## src/rtl/inv_clarke_if.sv

```systemverilog
// Stream bundle for the inverse Clarke stage: alpha/beta in, a/b/c/sat out.
// Both sides use valid/ready: a beat transfers on a rising edge where valid && ready.
interface inv_clarke_if #(
    parameter int D_WIDTH = 18
) ();
    logic signed [D_WIDTH-1:0] alpha;
    logic signed [D_WIDTH-1:0] beta;
    logic                      in_valid;
    logic                      in_ready;
    logic signed [D_WIDTH-1:0] a;
    logic signed [D_WIDTH-1:0] b;
    logic signed [D_WIDTH-1:0] c;
    logic                      out_valid;
    logic                      out_ready;
    logic                      sat;

    modport master (
        output alpha, beta, in_valid, out_ready,
        input  in_ready, a, b, c, out_valid, sat
    );

    modport slave (
        input  alpha, beta, in_valid, out_ready,
        output in_ready, a, b, c, out_valid, sat
    );
endinterface

```

## src/rtl/inv_clarke_pipe.sv

```systemverilog
// Two-stage inverse Clarke transform: (alpha, beta) -> (a, b, c) with b/c saturation.
// Stage 1 registers alpha, alpha/2 and beta*K; stage 2 combines, clamps and holds under backpressure.
module inv_clarke_pipe #(
    parameter int D_WIDTH = 18,
    parameter int Q_BITS  = 15
) (
    input  logic          clk,
    input  logic          rstb,
    inv_clarke_if.slave   bus,
    output logic          dbg_v1
);
    localparam int P_W = D_WIDTH + Q_BITS + 1;
    localparam int S_W = D_WIDTH + Q_BITS + 2;
    localparam int K   = $rtoi(0.8660254038 * (2.0 ** Q_BITS) + 0.5);
    localparam logic signed [P_W-1:0] K_P   = P_W'(K);
    localparam logic signed [S_W-1:0] S_MAX = {{(S_W-D_WIDTH+1){1'b0}}, {(D_WIDTH-1){1'b1}}};
    localparam logic signed [S_W-1:0] S_MIN = {{(S_W-D_WIDTH+1){1'b1}}, {(D_WIDTH-1){1'b0}}};

    logic signed [D_WIDTH-1:0] a1, h1;
    logic signed [P_W-1:0]     p1;
    logic                      v1;

    logic signed [D_WIDTH-1:0] a_r, b_r, c_r;
    logic                      sat_r, out_valid_r;

    logic adv1, adv2, in_ready_c;

    logic signed [P_W-1:0]     p_next;
    logic signed [P_W-1:0]     t;
    logic signed [S_W-1:0]     bs, cs;
    logic signed [D_WIDTH-1:0] b_next, c_next;
    logic                      b_clip, c_clip;

    // in_ready depends only on registered state and out_ready, never on in_valid
    always_comb begin
        adv2       = v1 && (!out_valid_r || bus.out_ready);
        in_ready_c = !v1 || adv2;
        adv1       = bus.in_valid && in_ready_c;
    end

    always_comb begin
        p_next = P_W'(bus.beta) * K_P;
        t      = p1 >>> Q_BITS;
        bs     = S_W'(t) - S_W'(h1);
        cs     = -S_W'(h1) - S_W'(t);
        b_clip = 1'b0;
        c_clip = 1'b0;
        b_next = bs[D_WIDTH-1:0];
        c_next = cs[D_WIDTH-1:0];
        if (bs > S_MAX) begin
            b_next = S_MAX[D_WIDTH-1:0];
            b_clip = 1'b1;
        end else if (bs < S_MIN) begin
            b_next = S_MIN[D_WIDTH-1:0];
            b_clip = 1'b1;
        end
        if (cs > S_MAX) begin
            c_next = S_MAX[D_WIDTH-1:0];
            c_clip = 1'b1;
        end else if (cs < S_MIN) begin
            c_next = S_MIN[D_WIDTH-1:0];
            c_clip = 1'b1;
        end
    end

    always_ff @(posedge clk or negedge rstb) begin
        if (!rstb) begin
            a1 <= '0;
            h1 <= '0;
            p1 <= '0;
            v1 <= 1'b0;
        end else begin
            if (adv1) begin
                a1 <= bus.alpha;
                h1 <= bus.alpha >>> 1;
                p1 <= p_next;
            end
            if (adv1)      v1 <= 1'b1;
            else if (adv2) v1 <= 1'b0;
        end
    end

    // Output register only loads on adv2, so a/b/c/sat hold while stalled
    always_ff @(posedge clk or negedge rstb) begin
        if (!rstb) begin
            a_r         <= '0;
            b_r         <= '0;
            c_r         <= '0;
            sat_r       <= 1'b0;
            out_valid_r <= 1'b0;
        end else begin
            if (adv2) begin
                a_r         <= a1;
                b_r         <= b_next;
                c_r         <= c_next;
                sat_r       <= b_clip || c_clip;
                out_valid_r <= 1'b1;
            end else if (bus.out_ready) begin
                out_valid_r <= 1'b0;
            end
        end
    end

    assign bus.in_ready  = in_ready_c;
    assign bus.a         = a_r;
    assign bus.b         = b_r;
    assign bus.c         = c_r;
    assign bus.sat       = sat_r;
    assign bus.out_valid = out_valid_r;
    assign dbg_v1        = v1;
endmodule

```

## src/flat_wrapper.sv

```systemverilog
// flat-port wrapper written by rule: the top's interface ports become plain ports
module inv_clarke_pipe_flat 
#(
    parameter int D_WIDTH = 18,
    parameter int Q_BITS  = 15
)
  (clk, rstb, dbg_v1, bus_alpha, bus_beta, bus_in_valid, bus_out_ready, bus_in_ready, bus_a, bus_b, bus_c, bus_out_valid, bus_sat);
  inv_clarke_if #(.D_WIDTH(D_WIDTH)) bus_i ();
  input  logic clk;
  input  logic rstb;
  output logic dbg_v1;
  input wire logic [$bits(bus_i.alpha)-1:0] bus_alpha;
  input wire logic [$bits(bus_i.beta)-1:0] bus_beta;
  input wire logic [$bits(bus_i.in_valid)-1:0] bus_in_valid;
  input wire logic [$bits(bus_i.out_ready)-1:0] bus_out_ready;
  output wire logic [$bits(bus_i.in_ready)-1:0] bus_in_ready;
  output wire logic [$bits(bus_i.a)-1:0] bus_a;
  output wire logic [$bits(bus_i.b)-1:0] bus_b;
  output wire logic [$bits(bus_i.c)-1:0] bus_c;
  output wire logic [$bits(bus_i.out_valid)-1:0] bus_out_valid;
  output wire logic [$bits(bus_i.sat)-1:0] bus_sat;
  assign bus_i.alpha = bus_alpha;
  assign bus_i.beta = bus_beta;
  assign bus_i.in_valid = bus_in_valid;
  assign bus_i.out_ready = bus_out_ready;
  assign bus_in_ready = bus_i.in_ready;
  assign bus_a = bus_i.a;
  assign bus_b = bus_i.b;
  assign bus_c = bus_i.c;
  assign bus_out_valid = bus_i.out_valid;
  assign bus_sat = bus_i.sat;
  inv_clarke_pipe #(.D_WIDTH(D_WIDTH), .Q_BITS(Q_BITS)) u_core (.clk(clk), .rstb(rstb), .bus(bus_i), .dbg_v1(dbg_v1));
endmodule
```

## config.mk

```make
export PLATFORM = sky130hd
export DESIGN_NAME = inv_clarke_pipe_flat
export DESIGN_NICKNAME = d
export VERILOG_FILES = /design/src/rtl/inv_clarke_if.sv /design/src/rtl/inv_clarke_pipe.sv /design/src/flat_wrapper.sv
export SDC_FILE = /design/constraint.sdc
export NUM_CORES = 1
export LEC_CHECK = 0
export CAP_MARGIN = 20
export CORE_MARGIN = 2
export CORE_UTILIZATION = 30
export CTS_BUF_LIST = sky130_fd_sc_hd__clkbuf_4
export DETAILED_ROUTE_END_ITERATION = 8
export HOLD_SLACK_MARGIN = 0.03
export PLACE_DENSITY = 0.53
export SLEW_MARGIN = 0
export SYNTH_ARGS = -nofsm -noshare
export SYNTH_HDL_FRONTEND = slang
export SYNTH_SLANG_ARGS = --single-unit
```

## constraint.sdc

```tcl
create_clock -name clk -period 5.06 [get_ports clk]
set_input_delay 1.012 -clock clk [delete_from_list [all_inputs] [get_ports clk]]
set_output_delay 1.012 -clock clk [all_outputs]
set_load 0.01 [all_outputs]
```

# Yosys cells after proc, flatten, opt, wreduce, memory -nomap -nowiden
# Index checks and enable logic that the tools add are counted.
# W data, S select, Z words.
dict set report classes {
  order_cmp 4
  div_mod_pow 0
  bitwise 0
  add_sub_neg 3
  eq_ne 0
  shifts 0
  mul 1
  n_reduce_logical 9
  n_mux 12
}
# operator count
set ops {}
lappend ops {{$mux W18} 4}
lappend ops {{$gt A35 B18 Y1 const B} 2}
lappend ops {{$lt A35 B18 Y1 const B} 2}
lappend ops {{$neg A17 Y35} 1}
lappend ops {{$sub A35 B19 Y35} 1}
lappend ops {{$mul A18 B15 Y33 const B} 1}
lappend ops {{$sub A19 B17 Y20} 1}
lappend ops {{$mux W1} 8}
lappend ops {{$reduce_bool A2 Y1} 2}
lappend ops {{$logic_or A1 B1 Y1} 3}
lappend ops {{$logic_and A1 B1 Y1} 2}
lappend ops {{$logic_not A1 Y1} 2}
dict set report word_totals {
  word_cells 38
  ram_bits 0
  input_bits 40
  out_inout_bits 58
  latchBits 0
  mem_bits_ro 0
  regBits 125
  mem_count 0
}

# Logic depth before layout (Yosys ltp)
dict set report logic_depth {
  ltp_word 6
  mapped_depth 22
  mapped_depth_nobuf 22
}

# Worst setup path after synthesis
# OpenSTA, ideal clock, no wires.
dict set report synth_path {
  kind {in2reg}
  start {in bus_beta[16]}
  end {reg u_core.p1[32]}
  required_ps 4920
  arrival_ps 6129
  path_buffers 0
  cell_stages 20
  setup_ps 140
  setup_slack_ps -1208
  cell_sequence {inv_1 ha_1 inv_1 fa_1 fa_1 fa_1 fa_1 inv_1 fa_1 inv_1 ha_1 a21o_1 a21o_1 a21o_1 a21o_1 a21o_1 a31o_2 a21o_1 a2111oi_2 a211oi_1}
}
dict set report synth_via {
  elab_chain_cells 1
}
# element line
set synth_rtl {}
lappend synth_rtl {{from (decl)} flat_wrapper.sv:13} ;# input wire logic [$bits(bus_i.beta)-1:0] bus_beta;
lappend synth_rtl {{$mul A18 B15 Y33} inv_clarke_pipe.sv:42} ;# p_next = P_W'(bus.beta) * K_P;
lappend synth_rtl {{to (signal assigned)} inv_clarke_pipe.sv:76} ;# p1 <= p_next;
lappend synth_rtl {{to (decl)} inv_clarke_pipe.sv:20} ;# logic signed [P_W-1:0] p1;
# Every way passes these cells.
# A chain may end at the register's enable or synchronous reset.

# Worst setup path after layout
dict set report layout_path {
  start {in bus_beta[3]}
  end {reg u_core.p1[32]}
}
# The elaborated chain is that of the path after synthesis.

==> impl_metrics.tcl <==
set metrics [dict create \
    status "complete, but fails checks" \
    worstRegToRegCells 13 \
    worstSetupStartpoint "bus_beta[3]" \
    nNetsFinal 1727 \
    gp_congestion 0.843 \
    fin_ws_ps -621 \
    worstMarginPinSlew_ps 771 \
    ys_ff_latch 94 \
    drv_cap 0 \
    synth_top_area_share_pct 22.8 \
    coreArea_mm2 0.0378 \
    yosysTopAreaCell "fa_1" \
    reg2reg_slack_ps 1100 \
    yosys_warnings 0 \
    synth_edf_count 0 \
    fin_crit_ps 5680 \
    hpwl_mm 23.6 \
    worstSetupPathType "input pin to flip-flop" \
    grt_first_pass_wirelength_mm 45.3 \
    setup_viol 18 \
    preCtsSetupSlack_ps -1600 \
    endpoint_kind "flip-flop" \
    finalClockSkew_ps 13.0 \
    viasPerCell 4.40 \
    synth.distinct_cells 77 \
    r2r-end "u_core.bus.c[15]" \
    h-tree-depth 3 \
    tns_ps -7130 \
    final_common_cell "inv_1" \
    final_cell_mix "inv_1 (226), ha_1 (127), buf_4 (124)" \
    cts_tree "built" \
    fill_cells 3818 \
    antenna_found_initial 1 \
    max_freq_ghz 0.176 \
    violations "setup timing" \
    synth_fp_nets 1512 \
    drive_gt1_share_pct 22.9 \
    drt-total-wl_mm 27.2 \
    start_util_pct 30.5 \
    first_iter_violations 312 \
    drc 0 \
    critPathArrivalTime_ps 6040 \
    dieWidth_um 200 \
    rsz0062_at_grt "yes" \
    synthFlopType "dfrtp_1" \
    cts.clk_slew.worst_paths_ps 150 \
    clk_path_buf_depth 2 \
    min_path_type "flip-flop to flip-flop" \
    globalRouteOverflowTotal 0 \
    dieArea_mm2 0.0400 \
    synth_area_per_cell_um2 9.81 \
    io_buffers 97 \
    ioPinCount 98 \
    rows 71 \
    grt_pass1_vias 8909 \
    whs_path_depth 2 \
    r2r-start "u_core.h1[1]" \
    die-height_um 200 \
    numCtsBuffers 9 \
    period_share_pct 112 \
    synthArstFlopShare_pct 100 \
    synth_area_leaders "fa_1 (23%), dfrtp_1 (20%), ha_1 (18%)" \
    start_kind "input pin" \
    first_pass_iters 5 \
    post_drt_wl_per_cell_um 14.3 \
    grt_max_degree 60 \
    gr-usage-all-layers_pct 14.1 \
    via_count 8384 \
    synthToLayoutAreaGrowth_pct 28.5 \
    final-max-slew-violation-count 0 \
    path_max_fanout 4 \
    cts_hold_buf 0 \
    cp.required_ps 5420 \
    ant_nets 0 \
    maxSlewHeadroom_pct 48.6 \
    crit_end "u_core.p1[32]" \
    yosysSeqAreaShare_pct 20.4 \
    finalHoldViolCount 0 \
    cts-root-buf "clkbuf_4" \
    synthCells 1174 \
    synth_area_mm2 0.0115 \
    cts.sinks 94 \
    clk_latency_ps 460 \
]
-- synthesized netlist by cell type, types with 7 or more instances --
library cell  instances
mux2_2               19
nand2b_1             13
nor3_1                7
xor2_1               18
o22a_1               29
and3_1                9
nor2b_1               8
nand2_1              67
a211oi_1             16
inv_1               250
xnor2_1              34
fa_1                131
ha_1                167
nand3_1               7
a21o_1               28
nor2_1               59
clkbuf_1             12
o21ai_0              53
dfrtp_1              94
a21oi_1              45
-- worst min-delay path by stage --
stage | endpoint | slack [ps] | from
after floorplan | u_core.bus.a[0] | 430 | u_core.a1[0]
after global placement | u_core.bus.a[0] | 450 | u_core.a1[0]
after detailed placement | u_core.bus.a[0] | 460 | u_core.a1[0]
after CTS | u_core.bus.a[0] | 490 | u_core.a1[0]
after global routing | u_core.bus.a[0] | 510 | u_core.a1[0]
final | u_core.bus.a[0] | 490 | u_core.a1[0]
-- kinds of logic after synthesis --
logic type | count (synthesis) | share of synthesized area (%)
adders and majority gates | 301 | 41.2
buffers and inverters | 272 | 9.34
AOI/OAI and AO/OA | 227 | 14.3
and+or+nand+nor | 207 | 8.74
DFF | 94 | 20.4
xor gates and xnor gates | 53 | 4.09
muxes | 20 | 1.94
-- worst max-delay path: stages --
cell and delay, ps:
buf_4 150, ha_4 270, inv_1 50, fa_1 470, inv_1 50, fa_1 490, fa_1 520, fa_1 530
inv_2 40, fa_1 510, inv_2 50, ha_4 230, a21o_1 170, a21o_1 190, a211oi_2 200, o21bai_1 100
a21o_1 190, a31o_4 250, a21o_1 190, a2111oi_2 300, a211oi_1 80
-- cell type report --
type / instances / area (um2) / share of cell area [%]
Clock inverter: 5 / 36.3 / 0.245
Inverter: 250 / 951 / 6.42
Multi-Input combinational cell: 808 / 8760 / 59.1
Tap cell: 511 / 639 / 4.32
Clock buffer: 11 / 82.6 / 0.558
Antenna cell: 1 / 2.50 / 0.0169
Sequential cell: 94 / 2350 / 15.9
Timing Repair Buffer: 226 / 1980 / 13.4
-- through the flow --
step           area, um2  utilization, %  hold WS, ps  cells
5_1_grt            14800            39.2          510   1906
3_3_place_gp       14200            37.7          450   1878
2_1_floorplan      11900               -          432   1174
3_5_place_dp       14200            37.7          460   1878
6_report           14800            39.2          487   1906
4_1_cts            14600            38.7          494   1902
-- routing by layer --
metal  vias to the layer above  GRT usage (%)  share of wire, %
met5                         -              0                 0
met3                        12           1.23               2.4
li1                       4271              -                 -
met1                      4000           19.9                49
met4                         0           2.47              0.85
met2                       101           24.0                48
-- registers in the layout (all words and copies together), names as in the netlist --
signal                count
u_core.p1                19
u_core.bus.a             18
u_core.bus.b             18
u_core.bus.c             18
u_core.h1                17
u_core.a1                 1
u_core.bus.out_valid      1
u_core.bus.sat            1
u_core.dbg_v1             1
-- timing repair --
action | 4_1_cts | 5_1_grt
buffers inserted | 8 | 4
resized for setup | 121 | 64
pin swaps | 49 | 39
setup endpoints to repair | 19 | 19
Power is not shown: default switching activity piles up to over one toggle a cycle in this logic, so the estimate is an artifact.
